File: config.mk
export PLATFORM = sky130hd
export DESIGN_NAME = shift_seq_reg
export DESIGN_NICKNAME = d
export VERILOG_FILES = /design/src/rtl/shift_seq_pkg.sv /design/src/rtl/shift_seq_reg_shift_op_unit.sv /design/src/rtl/shift_seq_reg.sv
export SDC_FILE = /design/constraint.sdc
export NUM_CORES = 1
export LEC_CHECK = 0
export BUFFER_PORTS_ARGS = -buffer_cell sky130_fd_sc_hd__buf_2
export CAP_MARGIN = 10
export CORE_ASPECT_RATIO = 0.7
export CORE_UTILIZATION = 53
export DETAILED_ROUTE_END_ITERATION = 8
export GPL_TIMING_DRIVEN = 0
export PLACE_DENSITY_LB_ADDON = 0.3
export SETUP_SLACK_MARGIN = 0.1
export SYNTH_ARGS = -nofsm -noshare
export SYNTH_HDL_FRONTEND = slang
export SYNTH_HIERARCHICAL = 1
export SYNTH_SLANG_ARGS = --single-unit
File: constraint.sdc
create_clock -name CLK -period 2.7 [get_ports CLK]
set_clock_uncertainty 0.05 [all_clocks]
set_input_delay 0.405 -clock CLK [delete_from_list [all_inputs] [get_ports CLK]]
set_output_delay 0.405 -clock CLK [all_outputs]
set_load 0.02 [all_outputs]
File: src/rtl/shift_seq_pkg.sv
// Shared definitions for the shift_seq_reg block.
// - MODE encodings for the universal shift register.
// - FSM state encoding for the multi-cycle shift sequencer.
// - is_shift_mode(): true for modes that move bits (shift, rotate, ASR).
package shift_seq_pkg;

    localparam logic [2:0] M_HOLD = 3'b000;
    localparam logic [2:0] M_SHL  = 3'b001;
    localparam logic [2:0] M_SHR  = 3'b010;
    localparam logic [2:0] M_LOAD = 3'b011;
    localparam logic [2:0] M_ROL  = 3'b100;
    localparam logic [2:0] M_ROR  = 3'b101;
    localparam logic [2:0] M_ASR  = 3'b110;
    localparam logic [2:0] M_CLR  = 3'b111;

    typedef enum logic [1:0] {
        S_IDLE = 2'd0,
        S_RUN  = 2'd1,
        S_FIN  = 2'd2
    } state_e;

    function automatic logic is_shift_mode(input logic [2:0] m);
        return (m == M_SHL) || (m == M_SHR) || (m == M_ROL) ||
               (m == M_ROR) || (m == M_ASR);
    endfunction

endpackage

File: src/rtl/shift_seq_reg_shift_op_unit.sv
// shift_op_unit: combinational next-value generator for the shift register.
// Shared by the single-op path and the sequencer path.
// Ports:
//   q      - current register contents
//   mode   - operation select (M_* encodings)
//   sl     - serial bit entering at LSB on shift left
//   sr     - serial bit entering at MSB on shift right
//   d      - parallel load data
//   next_q - value the register takes if this op is applied
module shift_op_unit
    import shift_seq_pkg::*;
#(
    parameter int WIDTH    = 8,
    parameter int ONES_CLR = 0
) (
    input  logic [WIDTH-1:0] q,
    input  logic [2:0]       mode,
    input  logic             sl,
    input  logic             sr,
    input  logic [WIDTH-1:0] d,
    output logic [WIDTH-1:0] next_q
);

    always_comb begin
        next_q = q;
        case (mode)
            M_HOLD: next_q = q;
            M_SHL:  next_q = {q[WIDTH-2:0], sl};
            M_SHR:  next_q = {sr, q[WIDTH-1:1]};
            M_LOAD: next_q = d;
            M_ROL:  next_q = {q[WIDTH-2:0], q[WIDTH-1]};
            M_ROR:  next_q = {q[0], q[WIDTH-1:1]};
            M_ASR:  next_q = {q[WIDTH-1], q[WIDTH-1:1]};
            M_CLR:  next_q = '0;
            default: next_q = q;
        endcase
        // Saturated pattern collapses to zero on any bit-moving op.
        if ((ONES_CLR != 0) && is_shift_mode(mode) && (&q))
            next_q = '0;
    end

endmodule

File: src/rtl/shift_seq_reg.sv
// shift_seq_reg: universal shift register with a multi-cycle shift sequencer.
// Ports:
//   CLK, CLR      - clock and synchronous active-high reset (CLR wins over all)
//   EN, MODE      - single-op enable and operation select (IDLE only)
//   SL, SR        - serial inputs for shift left / shift right
//   D             - parallel load data
//   START, NSHIFT - request an NSHIFT-step sequence of the selected shift mode
//   Q             - register contents
//   SO_L, SO_R    - serial outputs Q[WIDTH-1] / Q[0]
//   BUSY, DONE    - sequence in progress / one-cycle completion pulse
module shift_seq_reg
    import shift_seq_pkg::*;
#(
    parameter int WIDTH    = 8,
    parameter int CNT_W    = 4,
    parameter int ONES_CLR = 0
) (
    input  logic             CLK,
    input  logic             CLR,
    input  logic             EN,
    input  logic [2:0]       MODE,
    input  logic             SL,
    input  logic             SR,
    input  logic [WIDTH-1:0] D,
    input  logic             START,
    input  logic [CNT_W-1:0] NSHIFT,
    output logic [WIDTH-1:0] Q,
    output logic             SO_L,
    output logic             SO_R,
    output logic             BUSY,
    output logic             DONE
);

    state_e           state_q, state_d;
    logic [WIDTH-1:0] q_q, q_d;
    logic [CNT_W-1:0] cnt_q, cnt_d;
    logic [2:0]       mode_q, mode_d;

    logic [2:0]       op_mode;
    logic [WIDTH-1:0] op_q;

    // During a sequence the latched mode drives the op unit; SL/SR stay live.
    assign op_mode = (state_q == S_RUN) ? mode_q : MODE;

    shift_op_unit #(
        .WIDTH    (WIDTH),
        .ONES_CLR (ONES_CLR)
    ) u_op (
        .q      (q_q),
        .mode   (op_mode),
        .sl     (SL),
        .sr     (SR),
        .d      (D),
        .next_q (op_q)
    );

    always_comb begin
        state_d = state_q;
        q_d     = q_q;
        cnt_d   = cnt_q;
        mode_d  = mode_q;
        case (state_q)
            S_IDLE: begin
                if (START) begin
                    if (is_shift_mode(MODE)) begin
                        // Sequence arms here; the first shift lands on the next edge.
                        mode_d  = MODE;
                        cnt_d   = NSHIFT;
                        state_d = (NSHIFT != '0) ? S_RUN : S_FIN;
                    end else begin
                        q_d     = op_q;
                        state_d = S_FIN;
                    end
                end else if (EN) begin
                    q_d = op_q;
                end
            end
            S_RUN: begin
                q_d   = op_q;
                cnt_d = cnt_q - 1'b1;
                if (cnt_q == CNT_W'(1))
                    state_d = S_FIN;
            end
            S_FIN: begin
                state_d = S_IDLE;
            end
            default: begin
                state_d = S_IDLE;
            end
        endcase
    end

    always_ff @(posedge CLK) begin
        if (CLR) begin
            state_q <= S_IDLE;
            q_q     <= '0;
            cnt_q   <= '0;
            mode_q  <= M_HOLD;
        end else begin
            state_q <= state_d;
            q_q     <= q_d;
            cnt_q   <= cnt_d;
            mode_q  <= mode_d;
        end
    end

    assign Q    = q_q;
    assign SO_L = q_q[WIDTH-1];
    assign SO_R = q_q[0];
    assign BUSY = (state_q == S_RUN);
    assign DONE = (state_q == S_FIN);

endmodule

==> impl_metrics.tcl, run 1 <==
set metrics [dict create \
    status "completed" \
    synth-simple-area-share 0.227 \
    max_freq_mhz 417 \
    critical_path_class "reg2reg" \
    grt_pass1_vias 1281 \
    wl_per_cell_microns 16.3 \
    drt-total-wl_microns 3810 \
    p_seq_frac 0.380 \
    numClockSinks 17 \
    rrSetupSlack_ps 300 \
    min_period_over_period 0.888 \
    grt_max_degree 11 \
    grt_antenna_before_repair 0 \
    dr.pass1.iters 5 \
    clkPwrFrac 0.166 \
    switching_share 0.398 \
    die_w_microns 62.3 \
    cap_violations 0 \
    cts-root-buf "clkbuf_4" \
    grt_busiest_layer "met2" \
    syn_inst 167 \
    setup-violations-final 0 \
    min_period_ps 2400 \
    critPathTopFamily "buffers and inverters" \
    ys_async_sr_fraction 0 \
    syn_area_per_cell_sq_um 8.08 \
    grt_overflow 0 \
    met2_usage 0.440 \
    postRouteAntennaNets 0 \
    core_area_sq_mm 0.00228 \
    drtIter0Drc 215 \
    start_util 0.593 \
    drcViolationCount 0 \
    use_met1 0.415 \
    gp_congestion 0.923 \
    fillers 202 \
    p_leak_nw 0.677 \
    cts_max_level 1 \
    cell_internal_pwr_w 0.000507 \
    path_buf_inv 4 \
    synthTopCellsByArea "dfxtp_1 25%, mux2i_1 8.9%, nand2_1 6.7%" \
    worstPathCellList "clkbuf_2 -> nor2b_1 -> buf_2 -> mux2_2 -> buf_6 -> inv_2 -> a2bb2oi_1 -> o221a_1 -> nand2_1 -> mux2i_1" \
    antenna_cells 0 \
    synth_seq_cells 17 \
    crit_required_ps 2870 \
    cts_tree "built" \
    vias_per_cell 6.23 \
    powerDensity_mw_per_mm2 535 \
    yosys.area.top_type "dfxtp_1" \
    clk_pin_slew_ps 110 \
    nNetsFinal 226 \
    multi_input_area_sq_um 862 \
    crit_path_start_kind "flop" \
    arrival_ps 2570 \
    synth_nets 190 \
    endpoint_kind "flop" \
    regArea_sq_um 340 \
    use_met3 0.0619 \
    worst_slew_pin_slew_ps 594 \
    final_layout_size_suffix_gt1_frac 0.267 \
    critPathMaxFanout 10 \
    synth-adder-area-share 0.0185 \
    ys_warn_count 6 \
    setup_tns_ps 0 \
    slew_viol_final 0 \
    slowest_delay_ps 420 \
    numCtsBuffers 3 \
    fin_hold_ws_ps 321 \
    synth_cell_types 48 \
    die_area_sq_mm 0.00276 \
    cts_hold_buf 0 \
    synth_xor_area_frac 0.0130 \
    switching_power_w 0.000335 \
    placementRows 14 \
    dpl.hpwl_microns 2790 \
    irDropWorstVdd_v 0.000339 \
    synthMuxAreaShare 0.114 \
    slew_headroom 0.603 \
    synth-compound-area-share 0.266 \
    synth_edf_count 0 \
    io_pins 33 \
    vias 1458 \
    synth_ff_type "dfxtp_1" \
    netlist_area_sq_mm 0.00135 \
    seq_area_frac_synth 0.252 \
    combPwrFrac 0.454 \
    synth_top_family_by_area "compound AO/OA/AOI/OAI gates" \
    yosys.area.top_type_share 0.252 \
    syn2layout_area_growth_pct 16.5 \
    io_buffers 31 \
    dieHeight_microns 44.2 \
    clock_latency_ps 300 \
    grt_util_all_layers 0.295 \
    hold_viol_final 0 \
    rsz0062_at_grt "false" \
    grt_pass1_wl_microns 6200 \
    cts.path.max_buffers 2 \
    worst_path_max_delay_cell "mux2_2" \
    hold_class "in2reg" \
]
[cells by family (layout without fill, tap and decap cells)]
logic type	Yosys count	after routing
compound gates	48	48
xor+xnor	2	2
fa+ha+maj	2	2
buf+inv	22	57
flops	17	17
mux	15	15
simple gates	61	61
[final timing paths]
| check | startpoint | to | depth (start not counted) |
|---|---|---|---|
| hold reg to reg | cnt_q[1] | cnt_q[1] | 2 |
| setup reg to reg | state_q[0] | Q[2] | 10 |
| hold / removal | MODE[2] | mode_q[2] | 3 |
| setup / recovery | state_q[0] | Q[2] | 10 |
[tightest hold or removal path: stages]
cell and delay (ps):
buf_2 100, mux2i_1 60, nor2_1 70
[synth_stat cells (all sizes together), types with 2 or more instances]
master / count
inv: 8
or2: 2
nor2: 14
nand2: 24
o22ai: 3
a222oi: 2
a21boi: 2
o211ai: 3
a21oi: 2
nor3: 4
ha: 2
a32oi: 5
o31ai: 2
a2bb2oi: 3
a41oi: 2
o221a: 3
xor2: 2
mux2: 3
nor2b: 7
buf: 10
dfxtp: 17
a31oi: 3
mux2i: 12
o21ai: 11
a2111oi: 2
nand2b: 4
clkbuf: 3
[cell usage in the layout (no fill, tap or decap), types with 2 or more instances in the layout]
cell	n
buf_8	2
buf_2	32
o221a_1	3
nor3_1	3
a2111oi_1	2
a222oi_1	2
mux2i_1	12
buf_4	3
o21ai_1	7
nor2_1	13
a21oi_1	2
a41oi_1	2
o22ai_1	3
a21boi_0	2
buf_6	4
o31ai_1	2
xor2_1	2
dfxtp_1	17
nand2b_1	4
a2bb2oi_1	3
clkbuf_1	3
nor2b_1	6
inv_2	2
ha_1	2
inv_1	6
o211ai_1	3
nand2_1	24
o21ai_0	4
clkbuf_4	3
mux2_2	3
a32oi_1	5
a31oi_1	3
[routing by layer]
metal  up-vias  wire [microns]
met5         -               0
met2       105            1670
met3        12             405
met4         0              92
li1        678               -
met1       663            1640
[per-stage QoR]
stage                     utilization  total power [W]  instance area, sq um  setup WS (ps)  cells
after detailed placement        0.679         0.000696                  1550            279    230
after CTS                       0.690         0.000836                  1570            229    234
final                           0.691         0.000842                  1570            304    234
after global routing            0.691         0.000892                  1570            220    234
after global placement          0.679         0.000678                  1550            361    230
after floorplan                     -         0.000595                  1350            483    167
[power by group through the flow]
stage / sequential (W) / combinational (W) / clock, W
global route: 0.000325 / 0.000412 / 0.000154
detailed placement: 0.000324 / 0.000372 / 0
CTS: 0.000319 / 0.000375 / 0.000143
floorplan: 0.000335 / 0.000260 / 0
finish: 0.000320 / 0.000382 / 0.000139
global placement: 0.000320 / 0.000358 / 0
[what timing repair did]
action                     in CTS  in global routing
gates resized for setup         0                  2
buffers inserted                0                  0
setup endpoints to repair       0                  3
[state kept, by name (all words and copies together) (netlist names)]
| register | count |
|---|---|
| Q | 8 |
| state_q | 2 |
| cnt_q | 4 |
| mode_q | 3 |
[area by class of cell]
type / instances / area share
Buffer: 13 / 0.0732
Clock buffer: 4 / 0.0167
Inverter: 9 / 0.0215
Multi-Input combinational cell: 128 / 0.548
Sequential cell: 17 / 0.216
Tap cell: 32 / 0.0255
Timing Repair Buffer: 31 / 0.0986
No activity file was read; power rests on OpenSTA's default activity.
==> run 2: changes to the inputs <==
- CELL_PAD_IN_SITES_DETAIL_PLACEMENT: default -> 1
- CELL_PAD_IN_SITES_GLOBAL_PLACEMENT: default -> 1
- CORE_UTILIZATION: 53 -> 38
==> impl_metrics.tcl, run 2 (synthesis results as in run 1) <==
set metrics [dict create \
    grt_antenna_before_repair 0 \
    die_area_sq_mm 0.00380 \
    cts-root-buf "clkbuf_8" \
    start_util 0.412 \
    crit_path_start_kind "flop" \
    drtIter0Drc 76 \
    final_layout_size_suffix_gt1_frac 0.267 \
    gp_congestion 0.797 \
    wl_per_cell_microns 16.6 \
    io_buffers 31 \
    grt_max_degree 11 \
    clock_latency_ps 260 \
    cp-startpoint "state_q[0]" \
    hold_class "in2reg" \
    fin_hold_ws_ps 393 \
    endpoint_kind "flop" \
    crit_end "Q[7]" \
    regToRegStartpoint "state_q[0]" \
    grt_overflow 0 \
    cts_hold_buf 0 \
    max_freq_mhz 406 \
    worstPathCellList "clkbuf_2 -> nor2b_1 -> buf_2 -> mux2_2 -> buf_6 -> buf_8 -> a2111oi_1 -> a211oi_1 -> nand2_1 -> mux2i_1" \
    stdcell_count 249 \
    nNetsFinal 226 \
    critPathMaxFanout 10 \
    vias 1403 \
    drcViolationCount 0 \
    path_buf_inv 4 \
    rrSetupSlack_ps 240 \
    r2r-end "Q[7]" \
    crit_required_ps 2770 \
    cts_tree "built" \
    clk_pin_slew_ps 70 \
    setup-violations-final 0 \
    layout_common_cells "32 x buf_2, 24 x nand2_1, 17 x dfxtp_1" \
    grt_pass1_wl_microns 6840 \
    slew_headroom 0.591 \
    numClockSinks 17 \
    critPathTopFamily "buffers and inverters" \
    min_period_over_period 0.912 \
    rsz0062_at_grt "false" \
    powerDensity_mw_per_mm2 559 \
    die_w_microns 73.2 \
    vias_per_cell 5.63 \
    slowest_delay_ps 460 \
    status "completed" \
    largest_reg_flops 8 \
    slew_viol_final 0 \
    min_period_ps 2460 \
    antenna_cells 0 \
    dp_cells 245 \
    worst_path_max_delay_cell "a2111oi_1" \
    postRouteAntennaNets 0 \
    numCtsBuffers 3 \
    dieHeight_microns 51.9 \
    irDropWorstVdd_v 0.000255 \
    setup_tns_ps 0 \
    dpl.hpwl_microns 3140 \
    io_pins 33 \
    p_leak_nw 0.685 \
    hold_viol_final 0 \
    grt_util_all_layers 0.241 \
    grt_pass1_vias 1363 \
    arrival_ps 2530 \
    core_area_sq_mm 0.00328 \
    final_common_cell "buf_2" \
    worst_slew_pin_slew_ps 612 \
    syn2layout_area_growth_pct 19.3 \
    rr_worst_depth 10 \
    cts.path.max_buffers 2 \
    dr.pass1.iters 4 \
    final_core_util 0.492 \
    drt-total-wl_microns 4130 \
    cts_max_level 1 \
    placementRows 17 \
    cp.depth 10 \
    critical_path_class "reg2reg" \
    cap_violations 0 \
]
-- run 2: cell type report --
type | count | area, sq um
sequential | 17 | 340
multi-input combinational | 128 | 862
timing repair buffer | 31 | 155
inverter | 9 | 33.8
clock buffer | 4 | 45.0
buffer | 13 | 115
tap | 47 | 58.8
fill | 439 | 1670
-- run 2: worst min path at each step --
stage,from,endpoint,cells after the start
finish,MODE[2],mode_q[2],3
global route,NSHIFT[2],cnt_q[2],3
CTS,MODE[2],mode_q[2],3
detailed placement,cnt_q[1],cnt_q[1],2
global placement,mode_q[2],mode_q[2],2
floorplan,cnt_q[1],cnt_q[1],2
-- run 2: what timing repair did --
| action | in CTS | in global routing |
|---|---|---|
| gates resized for setup | 0 | 2 |
| setup buffers | 0 | 0 |
| endpoints found under the hold margin | 0 | 0 |
| endpoints found under the setup margin | 0 | 7 |
-- run 2: through the flow --
stage | power, W | worst slack (ps) | cell area, sq um
2_1_floorplan | 0.000595 | 483 | 1350
3_3_place_gp | 0.000687 | 315 | 1560
3_5_place_dp | 0.000702 | 248 | 1560
4_1_cts | 0.000903 | 188 | 1610
5_1_grt | 0.000962 | 142 | 1610
6_report | 0.000900 | 239 | 1610
-- run 2: power breakdown --
| part | total [W] | switching (W) | leakage (nW) | internal [W] |
|---|---|---|---|---|
| Combinational | 0.000382 | 0.000214 | 0.523 | 0.000169 |
| Clock | 0.000197 | 0.0000925 | 0.0228 | 0.000105 |
| Sequential | 0.000321 | 0.0000395 | 0.140 | 0.000281 |
| Total | 0.000900 | 0.000346 | 0.685 | 0.000555 |
-- run 2: per-layer routing --
layer | GRT usage | up-vias | part of all wire
li1 | - | 688 | -
met1 | 0.351 | 683 | 0.50
met2 | 0.372 | 30 | 0.44
met3 | 0.0465 | 2 | 0.048
met4 | 0.0392 | 0 | 0.0041
met5 | 0 | - | 0
-- run 2: worst register-to-register path: cells and delay by family, from the launching register on --
kind,cells,cell delay (ps)
AO/OA/AOI/OAI,2,590
buffers and inverters,4,690
multiplexers,2,450
AND/OR/NAND/NOR,2,230
flip-flops,1,310
==> run 3: changes to the inputs <==
- BUFFER_PORTS_ARGS: -buffer_cell sky130_fd_sc_hd__buf_2 -> default
- CORE_UTILIZATION: 38 -> 45
- DONT_BUFFER_PORTS: default -> 1
==> impl_metrics.tcl, run 3 (synthesis results as in run 1) <==
set metrics [dict create \
    cap_violations 0 \
    vias_per_cell 6.34 \
    powerDensity_mw_per_mm2 599 \
    drcViolationCount 0 \
    critical_path_class "reg2reg" \
    status "completed" \
    hold_viol_final 0 \
    io_buffers 0 \
    rsz0062_at_grt "false" \
    dieHeight_microns 47.8 \
    die_area_sq_mm 0.00323 \
    min_period_over_period 0.874 \
    arrival_ps 2500 \
    grt_util_all_layers 0.247 \
    endpoint_kind "flop" \
    final_layout_size_suffix_gt1_frac 0.140 \
    die_w_microns 67.5 \
    syn2layout_area_growth_pct 7.04 \
    cts_tree "built" \
    irDropWorstVdd_v 0.000323 \
    cts.path.max_buffers 2 \
    drt-total-wl_microns 3950 \
    regToRegStartpoint "state_q[0]" \
    grt_pass1_wl_microns 5770 \
    hp-start "MODE[2]" \
    critPathMaxFanout 10 \
    largest_reg_flops 8 \
    finalPower_w 0.000865 \
    dpl.hpwl_microns 2900 \
    wl_per_cell_microns 19.1 \
    cts_hold_buf 0 \
    min_period_ps 2360 \
    nNetsFinal 195 \
    cts_max_level 1 \
    crit_required_ps 2840 \
    numCtsBuffers 3 \
    core_area_sq_mm 0.00282 \
    max_freq_mhz 424 \
    cp-startpoint "state_q[0]" \
    drtIter0Drc 77 \
    start_util 0.478 \
    gp_congestion 0.875 \
    slew_headroom 0.589 \
    hold_class "in2reg" \
    fillers 359 \
    crit_path_start_kind "flop" \
    layout_common_cells "24 x nand2_1, 17 x dfxtp_1, 13 x nor2_1" \
    grt_overflow 0 \
    slew_viol_final 0 \
    clock_latency_ps 260 \
    final_common_cell "nand2_1" \
    placementRows 16 \
    io_pins 33 \
    dr.pass1.iters 5 \
    setup_tns_ps 0 \
    grt_pass1_vias 1202 \
    antenna_cells 0 \
    grt_antenna_before_repair 0 \
    numClockSinks 17 \
    setup-violations-final 0 \
    worst_slew_pin_slew_ps 614 \
    grt_max_degree 11 \
    p_leak_nw 0.550 \
    postRouteAntennaNets 0 \
    cts-root-buf "clkbuf_8" \
    clk_pin_slew_ps 70 \
    vias 1312 \
]
run 3: changes by cell type in the layout (fill, tap and decap cells not counted), sizes merged:
cell / change
buf: -32
clkinv: +1
run 3: final timing paths:
check,to,slack (ps),cells after the start
min reg2reg,cnt_q[1],420,2
min,mode_q[2],250,2
max,Q[5],340,11
max reg2reg,Q[5],340,11
run 3: power breakdown:
group / switching, W / internal, W / total [W]
clock network: 0.0000962 / 0.000103 / 0.000199
logic: 0.000179 / 0.000145 / 0.000324
registers: 0.0000610 / 0.000281 / 0.000342
run 3: worst max-delay path, cell delays in order (launching register included):
cell      delay, ps
dfxtp_1         310
clkbuf_2        180
nor2b_1         140
clkbuf_4        250
mux2_2          370
buf_6           140
buf_8           140
inv_2           130
o211ai_1        130
a32oi_1         220
nand2_1          70
mux2i_1         150
run 3: routing by layer:
layer	up-vias	GRT usage	share of wire
met4	0	0.0340	0.0023
met2	42	0.386	0.45
met3	2	0.0690	0.068
li1	618	-	-
met5	-	0	0
met1	650	0.348	0.48
run 3: final cells by class:
type                       instances  area (sq um)  area share
clock inverter                     1          5.00     0.00346
tap                               36          45.0      0.0312
clock buffer                       3          41.3      0.0286
buffer                            13           118      0.0814
inverter                           9          33.8      0.0234
sequential                        17           340       0.235
multi-input combinational        128           862       0.597
run 3: stage by stage:
step / instances / worst slack [ps] / hold WS, ps / util / instance area, sq um
floorplan: 167 / 483 / 395 / - / 1350
global placement: 203 / 272 / 409 / 0.494 / 1400
detailed placement: 203 / 201 / 417 / 0.494 / 1400
CTS: 207 / 183 / 251 / 0.511 / 1440
global route: 207 / 104 / 272 / 0.512 / 1450
finish: 207 / 339 / 250 / 0.512 / 1450
run 3: timing repair:
item                       in CTS  in global routing
setup endpoints to repair       0                  8
resized for setup               0                  3
setup buffers                   0                  0
